==> src/rtl/hazard_scoreboard.sv <==
`default_nettype none
// +----------------------------------------------------------------------------+
// | hazard_scoreboard: ID-stage operand bypass selection, long-latency         |
// | scoreboard, data-stall generation, stall counters and hang watchdog.       |
// | Revision: 1.0                                                              |
// +----------------------------------------------------------------------------+
module hazard_scoreboard #(
  parameter int STAGES = 4,
  parameter int AW     = 5,
  parameter int SELW   = 3,
  parameter int WDOG   = 1024
) (
  input  logic                 clk,
  input  logic                 rst,
  input  logic [AW-1:0]        id_rs,
  input  logic [AW-1:0]        id_rt,
  input  logic [AW-1:0]        id_rd,
  input  logic                 id_rs_use,
  input  logic                 id_rt_use,
  input  logic                 id_rd_use,
  input  logic [STAGES-1:0]    st_wr,
  input  logic [STAGES*AW-1:0] st_rd,
  input  logic [STAGES-1:0]    st_rdy,
  input  logic                 iss_valid,
  input  logic                 iss_long,
  input  logic [AW-1:0]        iss_rd,
  input  logic                 cmp_valid,
  input  logic [AW-1:0]        cmp_rd,
  input  logic                 flush,
  output logic [SELW-1:0]      fwd_rs_sel,
  output logic [SELW-1:0]      fwd_rt_sel,
  output logic                 data_stall,
  output logic [(1<<AW)-1:0]   pending,
  output logic [15:0]          stall_run,
  output logic [31:0]          stall_total,
  output logic                 hang
);

  localparam int NREG = 1 << AW;

  logic [AW-1:0]   st_rd_arr [STAGES];
  logic [NREG-1:0] pending_q, pending_d;
  logic [15:0]     stall_run_q, stall_run_d;
  logic [31:0]     stall_total_q, stall_total_d;
  logic            hang_q, hang_d;
  logic [SELW:0]   rs_lookup, rt_lookup;
  logic            rs_sb_hit, rt_sb_hit, waw_hit;

  for (genvar i = 0; i < STAGES; i++) begin : g_stage
    assign st_rd_arr[i] = st_rd[i*AW +: AW];
  end

  // Returns {winner_not_ready, sel}; scanning oldest to youngest lets the
  // youngest matching producer overwrite older ones.
  function automatic logic [SELW:0] fwd_lookup(input logic [AW-1:0] src,
                                                input logic          use_i);
    logic [SELW-1:0] sel;
    logic            not_rdy;
    sel     = '0;
    not_rdy = 1'b0;
    for (int i = STAGES - 1; i >= 0; i--) begin
      if (use_i && (src != '0) && st_wr[i] && (st_rd_arr[i] == src)) begin
        sel     = SELW'(i + 1);
        not_rdy = !st_rdy[i];
      end
    end
    return {not_rdy, sel};
  endfunction

  always_comb begin
    rs_lookup  = fwd_lookup(id_rs, id_rs_use);
    rt_lookup  = fwd_lookup(id_rt, id_rt_use);
    rs_sb_hit  = id_rs_use && (id_rs != '0) && pending_q[id_rs];
    rt_sb_hit  = id_rt_use && (id_rt != '0) && pending_q[id_rt];
    waw_hit    = id_rd_use && (id_rd != '0) && pending_q[id_rd];
    fwd_rs_sel = rs_lookup[SELW-1:0];
    fwd_rt_sel = rt_lookup[SELW-1:0];
    data_stall = rs_lookup[SELW] || rt_lookup[SELW] || rs_sb_hit || rt_sb_hit || waw_hit;
  end

  // Clear is applied before set so a same-register set/clear leaves the bit set.
  always_comb begin
    pending_d = pending_q;
    if (flush) begin
      pending_d = '0;
    end else begin
      if (cmp_valid) begin
        pending_d[cmp_rd] = 1'b0;
      end
      if (iss_valid && iss_long && (iss_rd != '0)) begin
        pending_d[iss_rd] = 1'b1;
      end
    end
    pending_d[0] = 1'b0;
  end

  always_comb begin
    stall_run_d   = '0;
    stall_total_d = stall_total_q;
    hang_d        = hang_q;
    if (data_stall) begin
      stall_run_d   = (stall_run_q == 16'hFFFF) ? stall_run_q : stall_run_q + 16'd1;
      stall_total_d = stall_total_q + 32'd1;
      if (32'(stall_run_q) >= 32'(WDOG - 1)) begin
        hang_d = 1'b1;
      end
    end
  end

  always_ff @(posedge clk) begin
    if (rst) begin
      pending_q     <= '0;
      stall_run_q   <= '0;
      stall_total_q <= '0;
      hang_q        <= 1'b0;
    end else begin
      pending_q     <= pending_d;
      stall_run_q   <= stall_run_d;
      stall_total_q <= stall_total_d;
      hang_q        <= hang_d;
    end
  end

  assign pending     = pending_q;
  assign stall_run   = stall_run_q;
  assign stall_total = stall_total_q;
  assign hang        = hang_q;

endmodule
`default_nettype wire

==> config.mk <==
export PLATFORM = sky130hd
export DESIGN_NAME = hazard_scoreboard
export DESIGN_NICKNAME = d
export VERILOG_FILES = /design/src/rtl/hazard_scoreboard.sv
export SDC_FILE = /design/constraint.sdc
export NUM_CORES = 1
export LEC_CHECK = 0
export CORE_MARGIN = 1
export CORE_UTILIZATION = 50
export CTS_CLUSTER_SIZE = 14
export DETAILED_ROUTE_END_ITERATION = 16
export GPL_TIMING_DRIVEN = 0
export HOLD_SLACK_MARGIN = 0.15
export PLACE_DENSITY = 0.87
export RECOVER_POWER = 100
export SETUP_SLACK_MARGIN = 0.02
export SYNTH_ARGS = -nofsm -noshare
export SYNTH_HDL_FRONTEND = slang
export SYNTH_SLANG_ARGS = --single-unit
==> constraint.sdc <==
create_clock -name clk -period 4.3 [get_ports clk]
set_input_delay 0.86 -clock clk [delete_from_list [all_inputs] [get_ports clk]]
set_output_delay 0.86 -clock clk [all_outputs]
set_load 0.05 [all_outputs]
; ---- After elaboration in Yosys (flattened, before gate mapping)
; Cells that the tools add are included.
[word_totals]
register_bits = 81
elab_cells = 98
[op_classes]
add_sub_neg = 2
reduce_logical = 41
bitwise_logic = 4
n_mux = 29
n_eq_ne = 9
magnitude_cmp = 8
[op_table]
columns = op, n
row1 = 32-bit two-way mux, 3
row2 = 5-bit == test, 8
row3 = "32-bit by 1-bit adder with 32-bit output, second input constant", 1
row4 = 32-bit AND, 1
row5 = 32-bit inverter, 1
row6 = 32-bit bitwise OR, 1
row7 = "5-bit by 6-bit less-than comparator with 1-bit output, second input constant", 5
row8 = 1-bit logical AND, 26
row9 = 3-bit two-way mux, 8
row10 = 5-bit nonzero test, 4
row11 = "16-bit by 1-bit adder with 16-bit output, second input constant", 1
row12 = "16-bit == test, second input constant", 1
row13 = "16-bit by 10-bit greater-or-equal comparator with 1-bit output, second input constant", 1
row14 = 1-bit binary-select mux with 5-bit select, 3
row15 = 1-bit two-way mux, 13
row16 = 1-bit demux with 5-bit select, 2
row17 = "5-bit by 1-bit greater-or-equal comparator with 1-bit output, second input constant", 2
row18 = 1-bit logical NOT, 4
row19 = 1-bit logical OR, 4
row20 = 2-bit OR reduction, 2
row21 = 2-bit AND reduction, 1
row22 = 1-bit inverter, 1

; ---- Longest topological paths before layout
; Gate-level depths: netlist (run 1).
[depth]
word_depth = 14
mapped_depth = 12
ltp_nobuf = 8

; ---- Worst setup path after synthesis (run 1)
; No wires, ideal clock.
[synth_timing]
path_kind = input to output
startpoint = input port id_rt[1]
endpoint = output port data_stall
t_required_ns = 3.440
path_buffers = 4
path_stages = 11
t_arrival_ns = 3.098
slack_ns = 0.342
cell_sequence = buf_2 -> buf_4 -> mux4_2 -> mux2_2 -> o21ai_1 -> a21oi_1 -> or2_1 -> buf_2 -> nor2_4 -> buf_2 -> inv_1
[synth_via]
elab_chain_cells = 12
word_cells_on_any_way = 25
[synth_lines]
columns = element, line_no
row1 = from (decl), 16  ; input logic [AW-1:0] id_rt,
row2 = 5-bit nonzero test, "62, 74"
row3 = 1-bit logical AND, "62, 74"
row4 = 1-bit logical AND (2 in a row), 62  ; if (use_i && (src != '0) && st_wr[i] && (st_rd_arr[i] == src)) begin
row5 = 1-bit two-way mux (4 in a row), 62
row6 = 1-bit logical OR (2 in a row), 78  ; data_stall = rs_lookup[SELW] || rt_lookup[SELW] || rs_sb_hit || rt_sb_hit || waw_hit;
row7 = 1-bit logical OR (*) (2 in a row), 78
row8 = to (decl), 32  ; output logic data_stall,
; Mark *: on every way between the ends. The rest lies on a longest branch, timed or not. The select of a mux whose other input is x is not followed.

; ---- Worst setup path in the final report (run 1)
[layout_timing]
startpoint = input port st_rd[6]
endpoint = output port data_stall
[layout_via]
elab_chain_cells = 8
word_cells_on_any_way = 12
[layout_lines]
columns = element, line_no
row1 = from (decl), 22  ; input logic [STAGES*AW-1:0] st_rd,
row2 = 5-bit == test, 62
row3 = 1-bit logical AND, 62
row4 = 1-bit two-way mux (2 in a row), 62
row5 = 1-bit logical OR (*) (4 in a row), 78
; Mark *: on every way between the ends. The rest lies on a longest branch, timed or not.

==> flow_summary.toml, run 1 <==
[floorplan]
initial_utilization_pct = 52.0
die_height_um = 109
ios = 150
coreArea_um2 = 11000
rows = 38
die_area_um2 = 11900
fp.dieW_um = 109

[clock_tree]
cts_tree = "built"
cts_sinks = 80
cts.clk_slew.worst_paths_ns = 0.06
clockRootBuffer = "clkbuf_16"
clk_latency_ns = 0.34
cts_buffer_depth = 2
cts_buffers = 9
cts-htree-levels = 3

[synthesis]
synth_commonest_cells = "80 x dfxtp_1, 63 x nand2_1, 50 x nor2_1"
async_reset_ff_share_pct = 0
syn_inst = 660
synth_ff_type = "dfxtp_1"
syn_area_per_cell_um2 = 8.65
syn_nets = 724
synth_edf_count = 0
syn-cell-area_um2 = 5710
synth_area_leaders = "dfxtp_1 28%, mux4_2 7.1%, mux2_4 5.3%"
synth_cell_types = 64
yosysTopAreaCellShare_pct = 28.0
synth_top_cell_by_area = "dfxtp_1"
yosysWarnings = 0
ys_seq_elements = 80
synth.most_common_cell = "dfxtp_1"
seq_area_frac_synth_pct = 28.0

[sta]
max_slew_margin_pct = 18.4
setup_viol = 0
fin_setup_tns_ns = 0
rsz0062_at_grt = "no"
whs_ns = 0.455
period_share_pct = 96.9
hold_viol = 0
slew_violations = 0
finClkSkew_ns = 0.00739
timing.final.crit_period_ns = 4.17
max_freq_mhz = 240
worstMarginPinSlew_ns = 1.21

[pwr]
p_per_area_nw_per_um2 = 244
finalPower_mw = 1.85
peakVddDrop_uv = 244
power.leakage_nw = 2.98

[job]
drv_cap = 0

[critical_path]
worstSetupStartpoint = "st_rd[6]"
r2r_slack_ns = 1.06
path_class = "in -> out"
reg2reg_to = "stall_total[28]"
reg2reg_depth = 8
cp-end-kind = "primary output"
cp.arrival_ns = 3.31
cp-endpoint = "data_stall"
crit_required_ns = 3.44
rr_startpoint = "pending[18]"
critPathLaunchType = "input port"
path_max_fanout = 7

[layout]
layout.nets = 883
area_delta_synth_final_pct = 32.6
diodes = 0
fin_cells = 963
drive_gt1_share_pct = 14.7

[detailed_routing]
wl_per_cell_um = 18.1
first_iter_violations = 432
firstDrtPassIters = 5
wl_um = 17500
vias = 5811
route.detailed.drc = 0
via_per_inst = 6.03
ant_nets = 0

[placement]
place_inst = 937
io_buffers = 137
dp_hpwl_um = 12800
place.gp.congestion = 0.875

[global_routing]
grt_pass1_vias = 5546
grt_remaining_overflow = 0
grt_pass1_wl_um = 27400
antenna_found_initial = 0
grt_max_degree = 14
grt_use_total_pct = 29.8

[run_status]
status = "finished clean"

[hold_path]
hold_path_class = "reg -> reg"
state kept, by name, summed over array words and instances (netlist names):
signal / count
stall_total: 32
pending: 31
stall_run: 16
hang: 1
area by class of cell:
cell class	instances	area, um^2
clock buffer	11	243
sequential	80	1600
multi-input combinational	521	3740
buffer	44	263
clock inverter	4	53.8
inverter	15	56.3
timing repair buffer	148	1440
tap	140	175
fill	888	3410
power by group:
| part | internal (mW) | switching, mW |
|---|---|---|
| clock network | 0.464 | 0.305 |
| logic | 0.138 | 0.190 |
| registers | 0.746 | 0.00721 |
stage by stage:
stage / setup WS (ns) / instance area (um^2) / util (%)
finish: 0.132 / 7570 / 69.0
floorplan: 0.342 / 5710 / -
CTS: 0.0226 / 7630 / 69.5
global route: 0.00617 / 7570 / 69.0
global placement: -0.921 / 7260 / 66.1
detailed placement: -1.05 / 7260 / 66.1
cell usage in the layout, fill, tap and decap left out, types with 9 or more instances in the layout:
cell type        instances
dlygate4sd3_1           89
dfxtp_1                 80
nand2_1                 63
a21oi_1                 60
nor2_1                  50
clkdlybuf4s50_1         45
o21ai_0                 40
xor2_1                  34
nor2b_1                 30
clkbuf_1                23
nand4_1                 22
nand3_1                 21
mux2_4                  20
mux4_2                  18
buf_4                   17
xnor2_1                 17
inv_1                   15
nor3_1                  15
mux2_2                  14
mux2i_1                 10
and3_1                  10
nand3b_1                 9
clkbuf_16                9
metal layers:
layer	wire length (um)	global-route usage (%)	vias up
li1	-	-	2697
met3	1370	4.90	38
met2	8310	48.8	296
met4	443	12.7	0
met5	0	0	-
met1	7340	38.6	2780
how the worst min path moves through the flow:
stage / end / cells after the start / from
after detailed placement: hang / 2 / hang
final: hang / 2 / hang
after global routing: hang / 2 / hang
after CTS: hang / 2 / hang
after global placement: hang / 2 / hang
after floorplan: hang / 2 / hang
worst max-delay path, cell delays in order:
cell and delay, ns:
clkdlybuf4s50_1 0.47, xor2_1 0.21, nor4_2 0.28, nand4_1 0.19, buf_4 0.19, nand4bb_1 0.14
a21oi_2 0.09, or2_1 0.20, buf_2 0.18, nor2_4 0.12, buf_6 0.13, inv_1 0.04
clkbuf_4 0.20
cell families (layout without fill, tap and decap cells):
family	after synthesis	after routing	share of synthesized area [%]
other cells	1	1	0.0657
xor+xnor	51	51	7.82
simple gates	266	266	24.6
compound gates	137	137	15.7
buf+inv	59	222	6.05
flops	80	80	28.0
mux	64	64	17.3
fa+ha+maj	2	2	0.438
repair_timing:
item | CTS | global route
endpoints found under the setup margin | 1 | 3
hold buffers | 0 | 0
buffers inserted | 6 | 5
gates cloned | 0 | 0
resized for setup | 15 | 12
pin swaps | 3 | 4
(Power assumes the default switching activity.)
==> inputs of run 2 (changes only) <==
--- a/config.mk
+++ b/config.mk
@@ -7,9 +7,10 @@
 export LEC_CHECK = 0
 export CORE_MARGIN = 1
 export CORE_UTILIZATION = 50
+export CTS_CLUSTER_DIAMETER = 120
 export CTS_CLUSTER_SIZE = 14
 export DETAILED_ROUTE_END_ITERATION = 16
-export GPL_TIMING_DRIVEN = 0
+export GPL_ROUTABILITY_DRIVEN = 0
 export HOLD_SLACK_MARGIN = 0.15
 export PLACE_DENSITY = 0.87
 export RECOVER_POWER = 100
==> flow_summary.toml, run 2 (same netlist as run 1, synthesis figures left out) <==
[critical_path]
slowest_delay_ns = 0.66
critPathLaunchType = "input port"
path_class = "in -> out"
cp-end-kind = "primary output"
cp.arrival_ns = 3.27
cp_top_family = "simple AND/OR/NAND/NOR gates"
path_max_fanout = 6
timing.critical_path.buf_inv = 3
cp_slowest_cell = "dlygate4sd3_1"
crit_chain = "dlygate4sd3_1, xor2_1, nor4_1, and3_1, nand4b_1, a21oi_1, or2_1, nor2_4, inv_1, buf_4"
crit_required_ns = 3.44

[floorplan]
rows = 38
fp.dieW_um = 109
coreArea_um2 = 11000
initial_utilization_pct = 52.0
ios = 150
die_area_um2 = 11900
die_height_um = 109

[layout]
final_design_area_no_fill_um2 = 7500
diodes = 0
layout_commonest_cell = "dlygate4sd3_1"
area_delta_synth_final_pct = 31.3
largest_reg_flops = 32
drive_gt1_share_pct = 12.8
fin_util_pct = 68.3
layout.nets = 863
most-common-layout-cells = "81 x dlygate4sd3_1, 80 x dfxtp_1, 63 x nand2_1, 63 x a21oi_1, 56 x clkdlybuf4s50_1"
fillerInstances = 853

[sta]
max_freq_mhz = 242
timing.final.crit_period_ns = 4.13
slew_violations = 74
worstMarginPinSlew_ns = 1.67
rsz0062_at_grt = "no"
worst_slack_ns = 0.171
fin_setup_tns_ns = 0
hold_viol = 0
whs_ns = 0.457
setup_viol = 0
max_slew_margin_pct = -11.7
period_share_pct = 96.0
finClkSkew_ns = 0.00661

[run_status]
status = "complete, but fails checks"
violations = "capacitance limit, slew limit"

[detailed_routing]
vias = 5680
first_iter_violations = 341
wl_per_cell_um = 18.1
route.detailed.drc = 0
ant_nets = 0
wl_um = 17100
via_per_inst = 6.02
firstDrtPassIters = 5

[clock_tree]
cts_buffers = 9
cts_sinks = 80
cts-htree-levels = 3
cts_buffer_depth = 2
cts.clk_slew.worst_paths_ns = 0.06
clk_latency_ns = 0.33
clockRootBuffer = "clkbuf_16"
cts_tree = "built"

[placement]
dp_hpwl_um = 12700
place_area_um2 = 7310
dp_slack_ns = 0.0827
io_buffers = 148

[pwr]
power.leakage_nw = 2.93
p_per_area_nw_per_um2 = 242
peakVddDrop_uv = 196

[global_routing]
grt_use_total_pct = 28.9
grt_pass1_wl_um = 26900
antenna_found_initial = 0
grt_pass1_vias = 5452
grt_remaining_overflow = 0
grt_max_degree = 42

[hold_path]
hold_path_class = "reg -> reg"

[job]
drv_cap = 2
[run 2: layer usage]
metal / share of wire [%] / GRT usage (%)
met3: 7.3 / 4.72
met4: 2.3 / 11.7
met2: 48 / 48.1
met5: 0 / 0
met1: 42 / 37.2
[run 2: timing repair]
item,in CTS,in global routing
endpoints found under the hold margin,0,0
setup endpoints to repair,0,1
setup buffers,0,0
hold buffers,0,0
gates resized for setup,0,5
[run 2: worst paths after layout]
kind / from / to / slack [ns] / cells past startpoint
hold / removal: hang / hang / 0.46 / 2
setup / recovery: id_rs[4] / data_stall / 0.17 / 10
setup reg to reg: pending[1] / stall_total[27] / 1.16 / 9
hold reg to reg: hang / hang / 0.46 / 2
[run 2: power breakdown]
group	switching [mW]	total (mW)	internal [mW]
logic	0.182	0.316	0.134
clock network	0.296	0.745	0.450
registers	0.00741	0.753	0.746
[run 2: worst reg2reg max path: stages, from the launching register on]
cell and delay (ns):
dfxtp_1 0.38, mux2_4 0.29, a221o_1 0.38, a211oi_2 0.22, a2111o_1 0.14, a21oi_1 0.07, and4b_1 0.76, clkbuf_1 0.34
a21oi_1 0.15, mux2_4 0.31
[run 2: layout make-up]
type | count | area, um^2 | area share (%)
Multi-Input combinational cell | 521 | 3710 | 49.5
Timing Repair Buffer | 172 | 1670 | 22.2
Sequential cell | 80 | 1600 | 21.4
Clock buffer | 11 | 233 | 3.10
Tap cell | 140 | 175 | 2.34
Inverter | 15 | 56.3 | 0.751
Clock inverter | 4 | 55.1 | 0.734
[run 2: metrics by stage]
stage	power [mW]	std cells
global placement	1.08	928
detailed placement	1.09	928
global route	1.88	943
finish	1.81	943
floorplan	0.975	660
CTS	1.84	943
==> inputs of run 3 (changes only) <==
--- a/config.mk
+++ b/config.mk
@@ -15,6 +15,7 @@
 export PLACE_DENSITY = 0.87
 export RECOVER_POWER = 100
 export SETUP_SLACK_MARGIN = 0.02
+export SKIP_LAST_GASP = 1
 export SYNTH_ARGS = -nofsm -noshare
 export SYNTH_HDL_FRONTEND = slang
 export SYNTH_SLANG_ARGS = --single-unit
==> results of run 3 <==
Same layout as run 2: the final DEF is identical, and so are final timing and power.
